## src/rtl/pipe_stage_reg.sv

```systemverilog
// Elastic pipeline register with an optional skid entry, global stall and flush-to-bubble.
// Occupancy is tracked as EMPTY/ONE/FULL. The main entry drives the outputs, and the skid entry queues behind it.
module pipe_stage_reg #(
   parameter int                DATA_W  = 64,
   parameter int                TRAP_W  = 5,
   parameter logic [DATA_W-1:0] NOP_VAL = '0,
   parameter bit                SKID    = 1'b1
) (
   input  logic              i_clk,
   input  logic              i_rst,
   input  logic              i_stall,
   input  logic              i_flush,
   input  logic              i_valid,
   output logic              o_ready,
   input  logic [DATA_W-1:0] i_data,
   input  logic [TRAP_W-1:0] i_trap,
   output logic              o_valid,
   input  logic              i_ready,
   output logic [DATA_W-1:0] o_data,
   output logic [TRAP_W-1:0] o_trap,
   output logic              o_trap_any,
   output logic [1:0]        o_count
);

   typedef enum logic [1:0] {
      ST_EMPTY = 2'd0,
      ST_ONE   = 2'd1,
      ST_FULL  = 2'd2
   } occ_t;

   occ_t              r_state;
   logic [DATA_W-1:0] r_mainData;
   logic [TRAP_W-1:0] r_mainTrap;
   logic [DATA_W-1:0] r_skidData;
   logic [TRAP_W-1:0] r_skidTrap;

   logic w_mainValid;
   logic w_skidValid;
   logic w_acc;
   logic w_rel;

   assign w_mainValid = (r_state != ST_EMPTY);
   assign w_skidValid = (r_state == ST_FULL);

   // With a skid entry, ready depends only on stored state, which breaks the i_ready path upstream.
   generate
      if (SKID) begin : g_skid
         assign o_ready = !i_stall && !w_skidValid;
      end else begin : g_noskid
         assign o_ready = !i_stall && (!w_mainValid || i_ready);
      end
   endgenerate

   assign w_acc = i_valid && o_ready;
   assign w_rel = w_mainValid && i_ready && !i_stall;

   always_ff @(posedge i_clk) begin
      if (i_rst || i_flush) begin
         r_state    <= ST_EMPTY;
         r_mainData <= NOP_VAL;
         r_mainTrap <= '0;
         r_skidData <= NOP_VAL;
         r_skidTrap <= '0;
      end else if (!i_stall) begin
         case (r_state)
            ST_EMPTY: begin
               if (w_acc) begin
                  r_mainData <= i_data;
                  r_mainTrap <= i_trap;
                  r_state    <= ST_ONE;
               end
            end
            ST_ONE: begin
               if (w_acc && w_rel) begin
                  r_mainData <= i_data;
                  r_mainTrap <= i_trap;
               end else if (w_acc && SKID) begin
                  r_skidData <= i_data;
                  r_skidTrap <= i_trap;
                  r_state    <= ST_FULL;
               end else if (w_rel) begin
                  r_state <= ST_EMPTY;
               end
            end
            ST_FULL: begin
               if (w_rel) begin
                  r_mainData <= r_skidData;
                  r_mainTrap <= r_skidTrap;
                  r_state    <= ST_ONE;
               end
            end
            default: r_state <= ST_EMPTY;
         endcase
      end
   end

   assign o_valid    = w_mainValid;
   assign o_data     = r_mainData;
   assign o_trap     = r_mainTrap;
   assign o_trap_any = w_mainValid && (|r_mainTrap);
   assign o_count    = {1'b0, w_mainValid} + {1'b0, w_skidValid};

endmodule
```

## config.mk

```make
export PLATFORM = sky130hd
export DESIGN_NAME = pipe_stage_reg
export DESIGN_NICKNAME = d
export VERILOG_FILES = /design/src/rtl/pipe_stage_reg.sv
export SDC_FILE = /design/constraint.sdc
export NUM_CORES = 1
export LEC_CHECK = 0
export ABC_AREA = 1
export BUFFER_PORTS_ARGS = -buffer_cell sky130_fd_sc_hd__clkbuf_2
export CAP_MARGIN = 10
export CORE_MARGIN = 2
export CORE_UTILIZATION = 49
export CTS_CLUSTER_SIZE = 25
export DETAILED_ROUTE_END_ITERATION = 12
export GPL_ROUTABILITY_DRIVEN = 0
export PLACE_DENSITY = 0.72
export SLEW_MARGIN = 10
export SYNTH_ARGS = -nofsm -noshare
export SYNTH_HDL_FRONTEND = slang
export SYNTH_SLANG_ARGS = --single-unit
export TNS_END_PERCENT = 5
```

## constraint.sdc

```tcl
create_clock -name i_clk -period 1.7 [get_ports i_clk]
set_clock_uncertainty 0.15 [all_clocks]
set_input_delay 0.085 -clock i_clk [delete_from_list [all_inputs] [get_ports i_clk]]
set_output_delay 0.085 -clock i_clk [all_outputs]
set_load 0.01 [all_outputs]
```

==> results of run 1 <==
-- tightest hold or removal path, stage by stage --
cell and delay, ns:
clkbuf_2 0.11, nor2_4 0.05, buf_12 0.18, nand2_1 0.09
nor2_1 0.03
-- synth_stat cells (all sizes together) --
master    n
a21oi   108
buf      49
clkbuf   25
dfxtp   140
ha        2
inv     121
nand2   211
nand3    71
nand4     1
nor2    141
o21ai   107
o41ai     1
or2       1
-- layout make-up --
type                       instances  area, µm²  area share [%]
clock inverter                    12        191            2.02
inverter                         121        462            4.88
timing repair buffer             262       2220            23.4
sequential                       140       2810            29.7
tap                              176        220            2.33
multi-input combinational        643       3100            32.7
clock buffer                      20        467            4.93
-- logic make-up after synthesis --
group	after synthesis
buffers and inverters	195
AND/OR/NAND/NOR	425
adder cells (fa/ha/maj)	2
AO/OA/AOI/OAI	216
flip-flops	140
-- metal layers --
metal	up-vias	part of all wire, %	global-route usage, %	routed length, µm
li1	3497	-	-	-
met3	28	5.2	5.70	952
met2	214	49	40.0	8890
met1	3128	45	30.4	8140
met4	0	1.7	8.33	303
met5	-	0	0	0
-- repair_timing --
action,4_1_cts,5_1_grt
gates cloned,2,10
hold buffers,69,0
endpoints found under the hold margin,136,0
endpoints found under the setup margin,4,102
resized for setup,12,64
pin swaps,2,2
setup buffers,6,5
-- power by group through the flow --
stage | sequential [mW] | combinational [mW] | clock, mW
floorplan | 3.49 | 0.563 | 0
detailed placement | 3.47 | 0.876 | 0
finish | 3.40 | 1.20 | 4.10
global route | 3.41 | 1.32 | 4.30
global placement | 3.47 | 0.868 | 0
CTS | 3.39 | 1.02 | 4.16
-- final timing paths --
check	from	end	slack (ns)	cells after the start
max	r_state[0]$_SDFFE_PP0P_	o_data[42]$_SDFFE_PP0P_	-0.08	12
min	i_rst	o_data[37]$_SDFFE_PP0P_	0.02	5
max reg2reg	r_state[0]$_SDFFE_PP0P_	o_data[42]$_SDFFE_PP0P_	-0.08	12
min reg2reg	r_skidData[27]$_SDFFE_PP0P_	r_skidData[27]$_SDFFE_PP0P_	0.29	2
-- metrics by stage --
step           hold WS [ns]  util (%)  area (µm²)  instances  setup WS, ns
6_report             0.0187      72.3        9470       1374       -0.0791
3_5_place_dp          0.181      57.2        7490       1250       0.00734
2_1_floorplan        0.0675         -        6620        978        -0.139
3_3_place_gp          0.176      57.2        7490       1250        0.0491
5_1_grt              0.0433      72.3        9470       1374        -0.161
4_1_cts              0.0177      68.7        8990       1359       -0.0278
-- sequential cells by signal, summed over array words and instances (netlist names) --
register and cells:
r_state 2, o_data 64, r_skidTrap 5, r_skidData 64, o_trap 5
==> results.txt, run 1 <==
The pre-antenna-repair detailed-routing pass consisted of 6 iterations. For the effective utilization at floorplan, the log shows 49.7%. Walking the worst path, the cells encountered are inv_4 > nand2_4 > buf_6 > ha_4 > inv_2 > nand2_2 > nand2_4 > buf_6 > clkbuf_16 > nand3_2 > nand2_1 > nor2_1. Of the post-synthesis cell area, the part taken by muxes is 0%. The top cell types in the final layout, fill and taps aside, are nand2_1 (208), clkbuf_2 (147), dfxtp_1 (137). The completed layout was analyzed and its total power is 8.70 mW.

The worst setup path is captured at a flip-flop. The die covers 14200 µm². In the final routed layout, each cell accounts on average for 13.3 µm. The clock slew at the register clock pins of the worst setup and hold paths was 0.06 ns; the clock insertion delay at the later pin of the skew report was 0.42 ns. The floorplan step defined a core boundary enclosing 13100 µm². The smallest clock period supported by the final layout is computed as 1.78 ns. H-tree depth reported by CTS: 4.

The number of remaining DRC errors was 0. Synthesis produced 978 cells. For the worst endpoint required time, the log shows 1.86 ns.

The largest net degree at the start of global routing is 81, and the via density per instance is 5.00. The longest clock path from root to sink contains 2 buffers. Input and output buffers added on the ports amount to 148. The logs give 558 for the number of DRC markers after the initial detailed-route iteration and 45 for the number of setup violations in the final report.

For this run, the slowest stage of the critical path takes 0.36 ns. Fill cells in the final layout number 1016. The analysis attributes to cell leakage a power of 4.49 nW. For the net switching component of the power, the log shows 2.06 mW. Clock tree synthesis inserted a total of 17 buffers. Final critical-path setup slack: -0.0791 ns.

In this run the biggest area consumer among cell types represents 43.1% of the synthesized area. The die is 119 µm tall. The hold violation count in the final report was 0. The antenna diode count came out at 0.

The worst setup path is launched from a flip-flop. Dominant combinational cell family by area after synthesis: simple AND/OR/NAND/NOR gates. Cell internal power was estimated by the tool at 6.64 mW.

Counting both buffers and inverters, the worst setup path holds a total of 5. Data on the critical path arrives at its endpoint at 1.94 ns. The proportion of power drawn by combinational gates was 13.8%. The number of global-route vias before repair was 6287.

In this run the core area contains 42 standard-cell rows. The half-perimeter wire length after detailed placement is 9760 µm. At the pin with the least slew margin, the transition time is 0.330 ns. The number of antenna violations at the first check in global routing was 0; the width of the die was 119 µm. The leading area contributor after synthesis is dfxtp_1.

TritonCTS built the clock tree. The total number of vias is 6867, and the first-pass GRT wire length is 28100 µm. The checks that failed: negative setup slack. Setup repair after global routing could not meet its margin everywhere. The compound-gate portion of the synthesized area is 16.7%, and the final wirelength is 18300 µm. The relative contribution of the clock network to total power was 47.1%. Of the available clock period, the critical path in the final layout requires 105%.

After Yosys synthesis, full adders, half adders and majority gates account for 0.385% of the synthesized area. Relative to the synthesized area, the layout overhead comes to 45.7%. Count of antenna-violating nets left after detailed routing: 0. The post-route netlist has 24.9% of its cells at a drive strength greater than 1.

The library cell used most frequently in the layout, excluding fill and tap cells, is nand2_1. The number of maximum-capacitance violations is 0, and the post-synthesis instance area is 6500 µm². The number of nets in the synthesized netlist is 1055.

In the final timing run, aggregate negative setup slack is -1.24 ns. Among all stages on the critical path, the largest delay is contributed by dfxtp_4. The number of different library cells used by synthesis comes to 22.

For this run, the top clock speed supported by timing is 562 MHz. Global routing consumed, over all layers together, 24.0% of the routing resources. In this design, the largest share of critical-path delay is due to buffers and inverters. Category of the critical setup timing path: reg -> reg. The switching portion of total power is 23.6%, and the synthesized-area fraction occupied by xor and xnor cells is 0%.

Sequential area share after synthesis: 43.1%. The number of I/O pins was 149. Along the worst path, the maximum fanout reaches 8. Yosys attributes the largest share of cell area to dfxtp_1 (43%), nand2_1 (12%), a21oi_1 (8.3%). The tree built by TritonCTS fans out to 140 sinks.

The number of slew-limit violations in the final report came out at 0. The number of storage elements in the synthesis netlist is 140, and the basic-gate share of the synthesized area counting and, or, nand and nor cells is 26.4%. The worst pin sits at a relative slew slack of 78.0%.

Each instance of the synthesized netlist takes up on average 6.64 µm². The logs give 1262 for the number of nets in the layout and 0.000775 V for the maximum ir drop on the vdd rail. The tree is rooted in a clkbuf_16.

The flow ran to the end, but the final reports show violations. Global routing finished with a remaining overflow of 0. Yosys printed 0 warnings. Class of the tightest hold or removal check: in -> reg. Power spread over the standard cell area amounts to 919 nW/µm².

In this run, flip-flops and latches consume 39.1% of the power.
Power figures use the tool's default switching activity.
==> run 2, diff against run 1 <==
--- a/config.mk
+++ b/config.mk
@@ -9,12 +9,12 @@
 export BUFFER_PORTS_ARGS = -buffer_cell sky130_fd_sc_hd__clkbuf_2
 export CAP_MARGIN = 10
 export CORE_MARGIN = 2
-export CORE_UTILIZATION = 49
+export CORE_UTILIZATION = 58
 export CTS_CLUSTER_SIZE = 25
 export DETAILED_ROUTE_END_ITERATION = 12
 export GPL_ROUTABILITY_DRIVEN = 0
-export PLACE_DENSITY = 0.72
-export SLEW_MARGIN = 10
+export PLACE_DENSITY = 0.81
+export SLEW_MARGIN = 40
 export SYNTH_ARGS = -nofsm -noshare
 export SYNTH_HDL_FRONTEND = slang
 export SYNTH_SLANG_ARGS = --single-unit
==> constraint.sdc (replaced) <==
create_clock -name i_clk -period 2.3 [get_ports i_clk]
set_clock_uncertainty 0.15 [all_clocks]
set_input_delay 0.115 -clock i_clk [delete_from_list [all_inputs] [get_ports i_clk]]
set_output_delay 0.115 -clock i_clk [all_outputs]
set_load 0.01 [all_outputs]
==> run 2 against run 1 <==
  * The run now ends clean
  * Sequential cell count is the same
  * Sequential share of layout area grew 2.1 points
  * Sequential power shrank 26%
  * Global-route usage grew 5.2 points
  * Total power shrank 35%
  * Routed wire length shrank 4.5%
  * Final area shrank 6.8%
  * Worst setup slack gained 0.18 ns
  * Non-clock buffer count grew 7
  * Critical endpoint is now o_count[0]
  * Largest power group is now sequential cells
==> results.txt, run 2 (synthesis gave the netlist of run 1 again) <==
For the worst endpoint required time, the log shows 2.04 ns (was 1.86 ns). Most frequent standard cell in the layout excluding fill and tap cells: nand2_1 (unchanged). The number of buffers created by CTS is 17 (unchanged).

For the number of optimization iterations in the first detailed-route pass, the log shows 6 (unchanged). The overall power of the completed layout is 5.66 mW (was 8.70 mW), and the clock slew at the register clock pins of the worst setup and hold paths is 0.06 ns (about the same). For the tightest slew margin relative to the limit, the log shows 59.7% (was 78.0%). The number of nets in the layout came out at 1269 (was 1262). The final wirelength was 17500 µm (was 18300 µm). The capturing element of the worst setup path was o_count[0] (was o_data[42]$_SDFFE_PP0P_). The first-pass GRT wire length was 27900 µm (was 28100 µm); the achievable frequency was 456 MHz. The run gives 0 ns (was -1.24 ns) as the final sum of negative setup slack.

The most congested layer reported by global routing is met2 (unchanged). The site row count was 38 (was 42); the width of the die was 110 µm (was 119 µm). For the number of setup buffers added after CTS, the log shows 0 (was 6).

The number of buffer cells added on primary ports was 148 (unchanged). The run gives 0.0900 ns (was 0.0187 ns) as the worst hold slack after final layout. The critical path startpoint category is a flip-flop (unchanged).

Setup repair after global routing could not meet its margin everywhere. The class of the tightest hold or removal check is in -> reg (unchanged). The area inside the core boundary was 10900 µm² (was 13100 µm²). For the overall fraction of global-route tracks in use, the log shows 29.2% (was 24.0%). The number of remaining DRC errors was 0 (unchanged). TritonCTS built the clock tree. The period utilization is 95.4%, and the transition time of the tightest slew-check pin is 0.604 ns (was 0.330 ns).

For the clock sink count, the log shows 140 (unchanged). The tools report the start point of the critical path as r_state[0]$_SDFFE_PP0P_ (unchanged). The clock root buffer master is clkbuf_8 (was clkbuf_16). For the number of slew-limit violations in the final report, the log shows 0 (unchanged).

The hold violation count in the final report came out at 0 (unchanged). The largest net degree at the start of global routing came out at 77 (was 81). The worst-case register-to-register setup slack is 0.15 ns (was -0.08 ns). For the H-tree depth reported by CTS, the log shows 4 (unchanged).

Top library cells by usage in the layout, fill and taps aside: nand2_1 (209), clkbuf_2 (148), dfxtp_1 (140) (was nand2_1 (208), clkbuf_2 (147), dfxtp_1 (137)). The category of the worst setup path capture point is a primary output (was a flip-flop). The run gives 0 (was 45) as the number of setup violations in the final report. The number of maximum-capacitance violations is 0 (unchanged).

The power per standard cell area works out to 642 nW/µm² (was 919 nW/µm²). The logs give 2 (unchanged) for the number of buffers between clock root and the deepest sink and 0 (unchanged) for the global-route congestion overflow total. The met2 track utilization from global routing came out at 49.3% (was 40.0%). The tools report the met1 demand-to-capacity share in global routing as 35.8% (was 30.4%). The launching point of the worst reg2reg path was r_state[1]$_SDFFE_PP0P_ (was r_state[0]$_SDFFE_PP0P_). For the count of antenna-violating nets left after detailed routing, the log shows 0 (unchanged). The worst path arrival time came out at 1.93 ns (was 1.94 ns). The average wire length per cell after detail routing came out at 13.0 µm (was 13.3 µm).

The run finished with clean final reports. For the half-perimeter wire length after detailed placement, the log shows 9310 µm (was 9760 µm). The run gives 59.7% (was 49.7%) as the effective utilization at floorplan. The clock insertion delay at the later pin of the skew report came out at 0.53 ns (was 0.42 ns).

The run gives 6875 (was 6867) as the total number of vias. The shortest clock period the worst path allows after layout works out to 2.19 ns. The fraction of layout cells with a size suffix above 1 works out to 16.9% (was 24.9%). The number of global-route vias before repair came out at 6089 (was 6287).

The tools report the leakage dissipation as 4.27 nW (was 4.49 nW). The number of DRC markers after the initial detailed-route iteration was 710 (was 558). The number of antenna violations at the first check in global routing is 0 (unchanged). Endpoint of the worst-slack reg-to-reg timing path: r_skidData[24]$_SDFFE_PP0P_ (was o_data[42]$_SDFFE_PP0P_). The worst-path maximum fanout is 44 (was 8), and the vertical die dimension is 110 µm (was 119 µm). The via density per instance was 5.13 (was 5.00); the antenna diode count was 0 (unchanged). The run gives 149 (unchanged) as the number of I/O pins. The depth of the most critical reg-to-reg path was 8 (was 12); the routing usage on met3 was 6.70% (was 5.70%).

Maximum ir drop on the vdd rail: 0.000560 V (was 0.000775 V). The growth of design area from synthesis to finish was 35.8% (was 45.7%); the die area was 12100 µm² (was 14200 µm²). The category of the critical setup timing path was reg -> out (was reg -> reg).
[run 2: cell types whose count changed in the layout (fill, tap and decap cells not counted), moves of 21 or more]
cell / delta
dlygate4sd3_1: +35
a21oi_1: +27
a21oi_2: -27
nand3_1: +21
nand3_2: -21
[run 2: worst min path at each step]
stage | cells after the start | startpoint | to | slack [ns]
2_1_floorplan | 2 | i_data[0] | r_skidData[0]$_SDFFE_PP0P_ | 0.1
3_3_place_gp | 3 | i_data[5] | r_skidData[5]$_SDFFE_PP0P_ | 0.20
3_5_place_dp | 3 | i_data[61] | r_skidData[61]$_SDFFE_PP0P_ | 0.21
4_1_cts | 7 | i_stall | r_state[0]$_SDFFE_PP0P_ | 0.03
5_1_grt | 7 | i_stall | r_state[1]$_SDFFE_PP0P_ | 0.16
6_report | 6 | i_stall | r_state[1]$_SDFFE_PP0P_ | 0.09
[run 2: metal layers]
layer / wire length, µm / vias up / share of wire (%)
li1: - / 3499 / -
met2: 8610 / 268 / 49
met5: 0 / - / 0
met3: 1090 / 40 / 6.2
met1: 7380 / 3068 / 42
met4: 384 / 0 / 2.2
[run 2: area by class of cell]
type,count,area [µm²]
clock inverter,2,10.0
inverter,121,459
sequential,140,2800
fill,713,2060
timing repair buffer,269,2030
tap,140,175
clock buffer,25,504
multi-input combinational,643,2850
[run 2: worst max-delay path, stage by stage (launching register included)]
cell      delay [ns]
dfxtp_1         0.40
inv_2           0.08
nand2_4         0.18
buf_8           0.29
ha_1            0.28
inv_1           0.05
clkbuf_2        0.14
[run 2: timing repair]
action	in CTS	in global routing
hold buffers	103	1
setup endpoints to repair	1	23
endpoints found under the hold margin	140	3
resized for setup	1	6
[run 2: power by group]
group	switching (mW)	total, mW	internal [mW]
combinational	0.408	0.752	0.344
clock	0.937	2.40	1.46
sequential	0.0306	2.51	2.48
[run 2: per-stage QoR]
step	instance area, µm²	utilization (%)	setup WS (ns)	instances
after floorplan	6500	-	0.398	978
after global placement	7250	66.6	0.470	1209
after detailed placement	7250	66.6	0.424	1209
after CTS	8800	80.8	0.0171	1339
after global routing	8830	81.1	-0.0278	1340
final	8830	81.1	0.106	1340
